$ cat src/rtl/jtsdram_pkg.sv
// Shared types and constants for the SDRAM checker pass controller.
// Bank keys are spaced KEY_STEP apart and rotate by one per round.
package jtsdram_pkg;

  localparam int unsigned KEY_W    = 5;
  localparam int unsigned CNT_W    = 16;
  localparam int unsigned KEY_STEP = 7;
  localparam int unsigned N_BANKS  = 4;

  typedef enum logic [2:0] {
    ST_IDLE,
    ST_PROG,
    ST_PROG_WAIT,
    ST_RD,
    ST_RD_WAIT,
    ST_NEXT,
    ST_DONE,
    ST_FAIL
  } state_t;

  typedef logic [KEY_W-1:0] key_t;
  typedef logic [CNT_W-1:0] cnt_t;

  // Wraps mod 2^KEY_W by construction of the return width.
  function automatic key_t bank_key(input cnt_t round, input int unsigned bank);
    key_t step;
    step = key_t'(KEY_STEP * bank);
    return round[KEY_W-1:0] + step;
  endfunction

endpackage

$ cat src/rtl/jtsdram_watchdog.sv
// Wait-state watchdog: reloads on entry to a wait state, counts while enabled,
// flags expiry once the wait has lasted 2^TIMEOUT_W-1 cycles.
module jtsdram_watchdog #(
  parameter int unsigned TIMEOUT_W = 24
) (
  input  logic clk,
  input  logic rst_n,
  input  logic load,
  input  logic en,
  output logic expired
);

  typedef logic [TIMEOUT_W-1:0] wd_t;

  wd_t cnt;

  // Loading 1 rather than 0 makes the count equal the number of wait cycles
  // already spent, so all-ones lands on wait cycle 2^TIMEOUT_W-1.
  always_ff @(posedge clk) begin
    if (!rst_n)
      cnt <= '0;
    else if (load)
      cnt <= wd_t'(1);
    else if (en && !expired)
      cnt <= cnt + wd_t'(1);
  end

  assign expired = en && (cnt == '1);

endmodule

$ cat src/rtl/jtsdram_pass_ctrl.sv
// Run-time test scheduler: rounds of one programming phase followed by
// RD_PASSES read-verify passes, with per-bank keys and sticky fail/timeout.
module jtsdram_pass_ctrl
  import jtsdram_pkg::*;
#(
  parameter int unsigned RD_PASSES   = 4,
  parameter int unsigned ROUNDS      = 0,
  parameter int unsigned TIMEOUT_W   = 24,
  parameter int unsigned STOP_ON_BAD = 1
) (
  input  logic             clk,
  input  logic             rst_n,
  input  logic             start,
  input  logic             stop,
  input  logic             bad,
  input  logic             prog_done,
  input  logic             ba0_done,
  input  logic             ba1_done,
  input  logic             ba2_done,
  input  logic             ba3_done,
  output logic             prog_start,
  output logic             rd_start,
  output logic [KEY_W-1:0] ba0_key,
  output logic [KEY_W-1:0] ba1_key,
  output logic [KEY_W-1:0] ba2_key,
  output logic [KEY_W-1:0] ba3_key,
  output logic             busy,
  output logic             fail,
  output logic             timeout,
  output logic [CNT_W-1:0] round_cnt,
  output logic [CNT_W-1:0] pass_cnt
);

  state_t          state;
  key_t            keys [N_BANKS];
  logic [3:0]      done_q;
  logic [3:0]      done_nxt;
  cnt_t            rd_in_round;
  cnt_t            round_inc;
  logic            stop_req;
  logic            wd_load;
  logic            wd_en;
  logic            wd_expired;

  assign busy = !(state inside {ST_IDLE, ST_DONE, ST_FAIL});

  assign done_nxt  = done_q | {ba3_done, ba2_done, ba1_done, ba0_done};
  assign round_inc = round_cnt + cnt_t'(1);

  assign wd_load = (state == ST_PROG) || (state == ST_RD);
  assign wd_en   = (state == ST_PROG_WAIT) || (state == ST_RD_WAIT);

  assign ba0_key = keys[0];
  assign ba1_key = keys[1];
  assign ba2_key = keys[2];
  assign ba3_key = keys[3];

  jtsdram_watchdog #(
    .TIMEOUT_W (TIMEOUT_W)
  ) u_watchdog (
    .clk     (clk),
    .rst_n   (rst_n),
    .load    (wd_load),
    .en      (wd_en),
    .expired (wd_expired)
  );

  always_ff @(posedge clk) begin
    if (!rst_n) begin
      state       <= ST_IDLE;
      prog_start  <= 1'b0;
      rd_start    <= 1'b0;
      fail        <= 1'b0;
      timeout     <= 1'b0;
      round_cnt   <= '0;
      pass_cnt    <= '0;
      rd_in_round <= '0;
      stop_req    <= 1'b0;
      done_q      <= '0;
      for (int unsigned n = 0; n < N_BANKS; n++)
        keys[n] <= bank_key('0, n);
    end else begin
      prog_start <= 1'b0;
      rd_start   <= 1'b0;
      if (busy && stop) stop_req <= 1'b1;
      if (busy && bad)  fail     <= 1'b1;

      // Abort on bad takes precedence so no start pulse leaves the block.
      if (busy && bad && (STOP_ON_BAD != 0)) begin
        state <= ST_FAIL;
      end else begin
        unique case (state)
          ST_IDLE, ST_DONE, ST_FAIL: begin
            if (start) begin
              fail        <= 1'b0;
              timeout     <= 1'b0;
              round_cnt   <= '0;
              pass_cnt    <= '0;
              rd_in_round <= '0;
              stop_req    <= 1'b0;
              for (int unsigned n = 0; n < N_BANKS; n++)
                keys[n] <= bank_key('0, n);
              prog_start  <= 1'b1;
              state       <= ST_PROG;
            end
          end
          ST_PROG: state <= ST_PROG_WAIT;
          ST_PROG_WAIT: begin
            if (wd_expired) begin
              timeout <= 1'b1;
              state   <= ST_FAIL;
            end else if (prog_done) begin
              rd_start <= 1'b1;
              state    <= ST_RD;
            end
          end
          ST_RD: begin
            done_q <= '0;
            state  <= ST_RD_WAIT;
          end
          ST_RD_WAIT: begin
            done_q <= done_nxt;
            if (wd_expired) begin
              timeout <= 1'b1;
              state   <= ST_FAIL;
            end else if (&done_nxt) begin
              pass_cnt    <= pass_cnt + cnt_t'(1);
              rd_in_round <= rd_in_round + cnt_t'(1);
              state       <= ST_NEXT;
            end
          end
          ST_NEXT: begin
            if (fail || bad) begin
              state <= ST_FAIL;
            end else if (stop_req || stop) begin
              state <= ST_DONE;
            end else if (32'(rd_in_round) < RD_PASSES) begin
              rd_start <= 1'b1;
              state    <= ST_RD;
            end else begin
              round_cnt <= round_inc;
              if ((ROUNDS != 0) && (round_inc == cnt_t'(ROUNDS))) begin
                state <= ST_DONE;
              end else begin
                for (int unsigned n = 0; n < N_BANKS; n++)
                  keys[n] <= bank_key(round_inc, n);
                rd_in_round <= '0;
                prog_start  <= 1'b1;
                state       <= ST_PROG;
              end
            end
          end
          default: state <= ST_IDLE;
        endcase
      end
    end
  end

endmodule
$ cat config.mk
export PLATFORM = sky130hd
export DESIGN_NAME = jtsdram_pass_ctrl
export DESIGN_NICKNAME = d
export VERILOG_FILES = /design/src/rtl/jtsdram_pkg.sv /design/src/rtl/jtsdram_watchdog.sv /design/src/rtl/jtsdram_pass_ctrl.sv
export SDC_FILE = /design/constraint.sdc
export NUM_CORES = 1
export LEC_CHECK = 0
export CAP_MARGIN = 30
export CORE_MARGIN = 5
export CORE_UTILIZATION = 50
export DETAILED_ROUTE_END_ITERATION = 7
export PLACE_DENSITY_LB_ADDON = 0.05
export SETUP_SLACK_MARGIN = 0.2
export SYNTH_ARGS = -nofsm -noshare
export SYNTH_HDL_FRONTEND = slang
export SYNTH_SLANG_ARGS = --single-unit
$ cat constraint.sdc
create_clock -name clk -period 2.14 [get_ports clk]
set_input_delay 0.428 -clock clk [delete_from_list [all_inputs] [get_ports clk]]
set_output_delay 0.428 -clock clk [all_outputs]
set_load 0.01 [all_outputs]
======== Word-level counts from Yosys, hierarchy flattened ========
Memories as Yosys holds them, arrays and structs flattened.
Cells that the tools add are included.
storage, ports and cells
  bits in read-only memories .............. 0
  output and inout bits ................... 57
  latch bits .............................. 0
  memories ................................ 1
  memory bits (writable) .................. 20
  flip-flop bits (word level) ............. 84
cells by class
  $lt $le $gt $ge ......................... 1
  $mul .................................... 0
  bitwise logic cells ..................... 11
  multiplexer cells ....................... 66
  reductions and logical operators ........ 29
  divide/modulo/power cells ............... 0
  shifts and indexed selects .............. 0
  eq/ne operators ......................... 18
  add/subtract/negate cells ............... 7
memories
  memory  depth  bits a word  read ports  clocked after Yosys merged registers in  wr ports  line                     source
  keys    4      5            4           0                                        4         jtsdram_pass_ctrl.sv:35  key_t keys [N_BANKS];
operator list
  operator               number
  $mux 16                11
  $pmux 16 s2            2
  $add 16x1->16 const B  3
  $pmux 16 s3            1
  $mux 5                 8
  $mux 1                 30
  $add 24x1->24 const B  1
  $eq 24x24->1 const B   1
  $mux 3                 8
  $pmux 3 s6             1
  $lt 16x3->1 const B    1
  $eq 3x3->1 const B     4
  $ne 2x2->1 const B     5
  $reduce_bool 2->1      5
  $or 1x1->1             8
  $pmux 4 s2             1
  $reduce_and 4->1       2
  $reduce_and 8->1       1
  $eq 3x2->1 const B     2
  $pmux 1 s2             3
  $reduce_and 6->1       1
  $reduce_bool 3->1      2
  $reduce_or 2->1        3
  $add 5x3->5 const B    1
  other kinds (18)       27

======== Logic depth before layout (Yosys ltp) ========
Gate-level depths: netlist (run 1).
  depth in word-level cells ............... 9
  mapped depth ............................ 9
  gate-level depth less buffers ........... 8

======== By module ========
From an unflattened synthesis (run 1), not the netlist that was laid out.
unflattened totals
  cells, all modules ...................... 602
  area total of the unflattened synthesis .. 5,320.1 um2
modules (own cells, without submodules)
  module             area an instance (um2)  times used  cells an instance  sequential area each (um2)
  jtsdram_pass_ctrl  4,091.4                 1           462                1,751.7
  jtsdram_watchdog   1,228.7                 1           140                480.5

======== Worst setup path before layout (run 1) ========
Ideal clock, no wire load.
  kind .................................... input port to flip-flop
  from .................................... input port bad
  to ...................................... memory keys[0][0] in the netlist's numbering (enable)
  arrival time ............................ 1,975 ps
  cell stages on the path ................. 6
  library setup time ...................... 310 ps
  path slack .............................. -145 ps
  cell sequence ........................... nor4_2 > nand3_1 > or4b_1 > and2b_4 > clkbuf_1 > inv_1
RTL lines
  what             line                     source
  start, declared  jtsdram_pass_ctrl.sv:15  input logic bad,
  end, declared    jtsdram_pass_ctrl.sv:35

======== Worst setup path after layout (run 1) ========
  from .................................... input port stop
  to ...................................... register rd_in_round[4]
between the ends
  longest elaborated chain between the ends .. 3
ends and longest elaborated chain
  what                               line                      source
  start, declared                    jtsdram_pass_ctrl.sv:14   input logic stop,
  $logic_or 1x1->1                   jtsdram_pass_ctrl.sv:135  end else if (stop_req || stop) begin
  $ne 2x2->1 (no source line)        --
  $reduce_and 8->1 (no source line)  --
  end signal, assigned               jtsdram_pass_ctrl.sv:128  rd_in_round <= rd_in_round + cnt_t'(1);
  end, declared                      jtsdram_pass_ctrl.sv:38   cnt_t rd_in_round;
Every way passes these cells.
A chain may end at the register's enable or synchronous reset.

==> results.tsv, run 1 <==
metric	value	unit
run status	complete, no violations	
clk buf depth	2	
CP max-delay cell	or4_1	
largest net degree at the start of global routing	32	
synthesis-stage register bit count	104	
met2 usage	35.1	%
Pwr Total	4.96	mW
CTS Sinks	104	
most used cell, CP	buf_6	
Post-synth top flop	dfxtp_1	
fin worst setup slack	0.0845	ns
Place WS	-0.544	ns
pwr dens	694	nW/µm²
CTS Hold Bufs	0	
cell count after placement	844	
htree depth	3	
number of fill cells	822	
area of the multi-input gates	2950	µm²
Ports	67	
met1 GRT Util	23.3	%
Mapped Area	5170	µm²
CP Launch Type	primary input	
most frequent cells in the layout	nor2_1, buf_4, dfxtp_1	
crit-path cells	clkdlybuf4s15_2, nor4_4, nand3_2, buf_6, nand2b_4, a22o_4, buf_6, or4_1, nand2_1	
clock power share	21.8	%
Peak supply drop	0.479	mV
CTS Root Cell	clkbuf_8	
highest clock rate	486	MHz
Layout Utilization	70.2	%
CTS tree	built	
number of synthesized flops with an enable pin	15	
core box area	10200	µm²
Syn Inst Count	597	
net switching power of the design	1.66	mW
sequential power share	43.8	%
via/cell ratio	5.37	
Worst Setup End Kind	flip-flop	
FP Rows	37	
All-Layer GR Usage	19.5	%
initial antenna violation count	0	
crit share post-route	96.1	%
Synth cell types	61	
LEAKAGE	2.50	nW
Reg clk slew, reported paths	0.10	ns
vias in the first global route	4493	
DR iter-0 viols	203	
hpwl dp	8900	µm
IO Port Bufs	66	
internal power	3.30	mW
largest cells by area after synthesis	dfxtp_1, edfxtp_1, xnor2_1	
Critical Path AT	2.38	ns
total negative slack	0	ns
worst-margin pin slew	0.452	ns
Synth top area share	34.5	%
share of cells above drive strength 1	25.7	%
DR DRC count	0	
die extent in y	112	µm
Slew headroom	69.7	%
Most Crowded Layer GR	met2	
syn nets	615	
Seq/Total Area, Yosys	43.2	%
most common cell after layout, fill and taps aside	nor2_1	
wire per inst	14.2	µm
Yosys top cell by area	dfxtp_1	
ys async rst share	0	%
Register Area	2250	µm²
Max Clock Skew	0.0129	ns
First-pass DRT Iterations	5	
via count	4727	
CP Class	in2reg	
Net Sw Frac	33.4	%
Finished Layout Cells	880	
MaxCap Viol Count	0	
Fin. Hold Viols	0	
CP Max Fanout	8	
Syn. warnings	0	
Synth-to-Final Area Change	38.2	%
Routed WL	12500	µm
RSZ-0062 raised after global routing	true	
CTS Buf Count	9	
Layout Nets	757	
max-slew violations	0	
Comb pwr share	34.4	%
HP Class	reg2reg	
global-route wire length before repair	20700	µm
grt ovf	0	
met3 GRT Util	4.78	%
syn avg cell area	8.66	µm²
Setup violations, final	0	
Die X	112	µm
Placer Congestion	0.838	
Worst EP required	2.46	ns
remaining antenna violation count	0	
Starting Density	50.8	%
Clock Latency Late Sink	0.37	ns
Final min period	2.06	ns
CP max stage delay	0.49	ns
die area	12500	µm²
ANT cells	0	
[final cells by class]
cell class	instances	share of cell area [%]
well taps	136	2.38
multi-input cells	436	41.3
clock buffers	11	1.84
clock inverters	5	0.473
flip-flops and latches	104	31.5
inverters	26	1.75
repair buffers	162	20.7
[per-layer routing]
metal,wire (µm),up-vias,part of all wire (%)
met4,131,0,1.0
met5,0,-,0
met3,574,12,4.6
li1,-,2389,-
met1,5340,2244,43
met2,6440,82,52
[power groups by stage]
| stage | sequential (mW) | clock (mW) | combinational, mW |
|---|---|---|---|
| 2_1_floorplan | 2.22 | 0 | 0.861 |
| 3_3_place_gp | 2.20 | 0 | 1.38 |
| 3_5_place_dp | 2.21 | 0 | 1.41 |
| 4_1_cts | 2.17 | 1.12 | 1.59 |
| 5_1_grt | 2.19 | 1.21 | 1.84 |
| 6_report | 2.17 | 1.08 | 1.71 |
[worst max-delay path, delay by kind of cell]
| family | cells | cell delay, ns |
|---|---|---|
| buf+inv | 3 | 0.49 |
| compound gates | 1 | 0.30 |
| simple gates | 5 | 1.15 |
[Yosys cell counts (2+ instances only)]
| master | instances |
|---|---|
| nand4_2 | 2 |
| xor2_1 | 9 |
| buf_2 | 5 |
| ha_1 | 8 |
| and2_1 | 4 |
| o211ai_1 | 7 |
| o22ai_1 | 5 |
| or2_2 | 4 |
| a31oi_1 | 3 |
| clkbuf_1 | 21 |
| edfxtp_1 | 15 |
| nor2_1 | 95 |
| o21ai_0 | 13 |
| a21oi_1 | 25 |
| dfxtp_1 | 89 |
| nand2b_1 | 7 |
| a21boi_0 | 2 |
| nand4_1 | 21 |
| inv_1 | 25 |
| a2111oi_0 | 5 |
| buf_1 | 2 |
| nand3_1 | 26 |
| buf_6 | 2 |
| nor3b_1 | 2 |
| o21a_1 | 3 |
| nor3_1 | 18 |
| o31ai_1 | 4 |
| a2111oi_2 | 2 |
| a22oi_1 | 4 |
| nor2b_1 | 3 |
| or4_1 | 8 |
| xnor2_1 | 50 |
| nor4_1 | 9 |
| nand3b_1 | 2 |
| a211oi_1 | 7 |
| o21ai_1 | 2 |
| and4_1 | 4 |
| or3_1 | 8 |
| mux2i_1 | 6 |
| a221oi_1 | 2 |
| o32ai_1 | 2 |
| nand2_1 | 40 |
| and3_1 | 8 |
[flip-flops by register name, summed over array words and instances (netlist names), 3 cells and up]
register / cells
round_cnt: 16
pass_cnt: 16
rd_in_round: 16
keys: 20
state: 3
u_watchdog.cnt: 24
done_q: 4
[cells by family after synthesis]
kind of cell	after synthesis	synth area share [%]
buffers and inverters	57	4.62
adders and majority gates	8	1.94
and+or+nand+nor	268	26.1
DFF	104	43.2
AOI/OAI and AO/OA	95	13.0
muxes	6	1.16
xor gates and xnor gates	59	9.99
[final timing paths]
kind | startpoint | endpoint | slack [ns] | cells after the start
hold reg to reg | keys[2][1] | keys[2][1] | 0.49 | 2
hold / removal | keys[2][1] | keys[2][1] | 0.49 | 2
setup / recovery | stop | rd_in_round[4] | 0.08 | 9
setup reg to reg | stop_req | rd_in_round[4] | 0.08 | 8
[metrics by stage]
step | cell area, µm² | hold slack [ns]
3_3_place_gp | 6530 | 0.464
3_5_place_dp | 6530 | 0.469
2_1_floorplan | 5260 | 0.446
5_1_grt | 7150 | 0.503
4_1_cts | 6910 | 0.490
6_report | 7150 | 0.488
[what timing repair did]
item	in CTS	in global routing
cloned	0	1
pin swaps	20	23
hold endpoints to repair	0	0
setup buffers	12	7
endpoints found under the setup margin	90	81
resized for setup	48	49
No activity file was read; power rests on OpenSTA's default activity.
==> run 2, diff against run 1 <==
--- a/config.mk
+++ b/config.mk
@@ -5,7 +5,8 @@
 export SDC_FILE = /design/constraint.sdc
 export NUM_CORES = 1
 export LEC_CHECK = 0
-export CAP_MARGIN = 30
+export ABC_CLOCK_PERIOD_IN_PS = 2140
+export CAP_MARGIN = 10
 export CORE_MARGIN = 5
 export CORE_UTILIZATION = 50
 export DETAILED_ROUTE_END_ITERATION = 7
==> results of run 2 <==
Same layout as run 1: the final DEF is identical, and so are final timing and power.
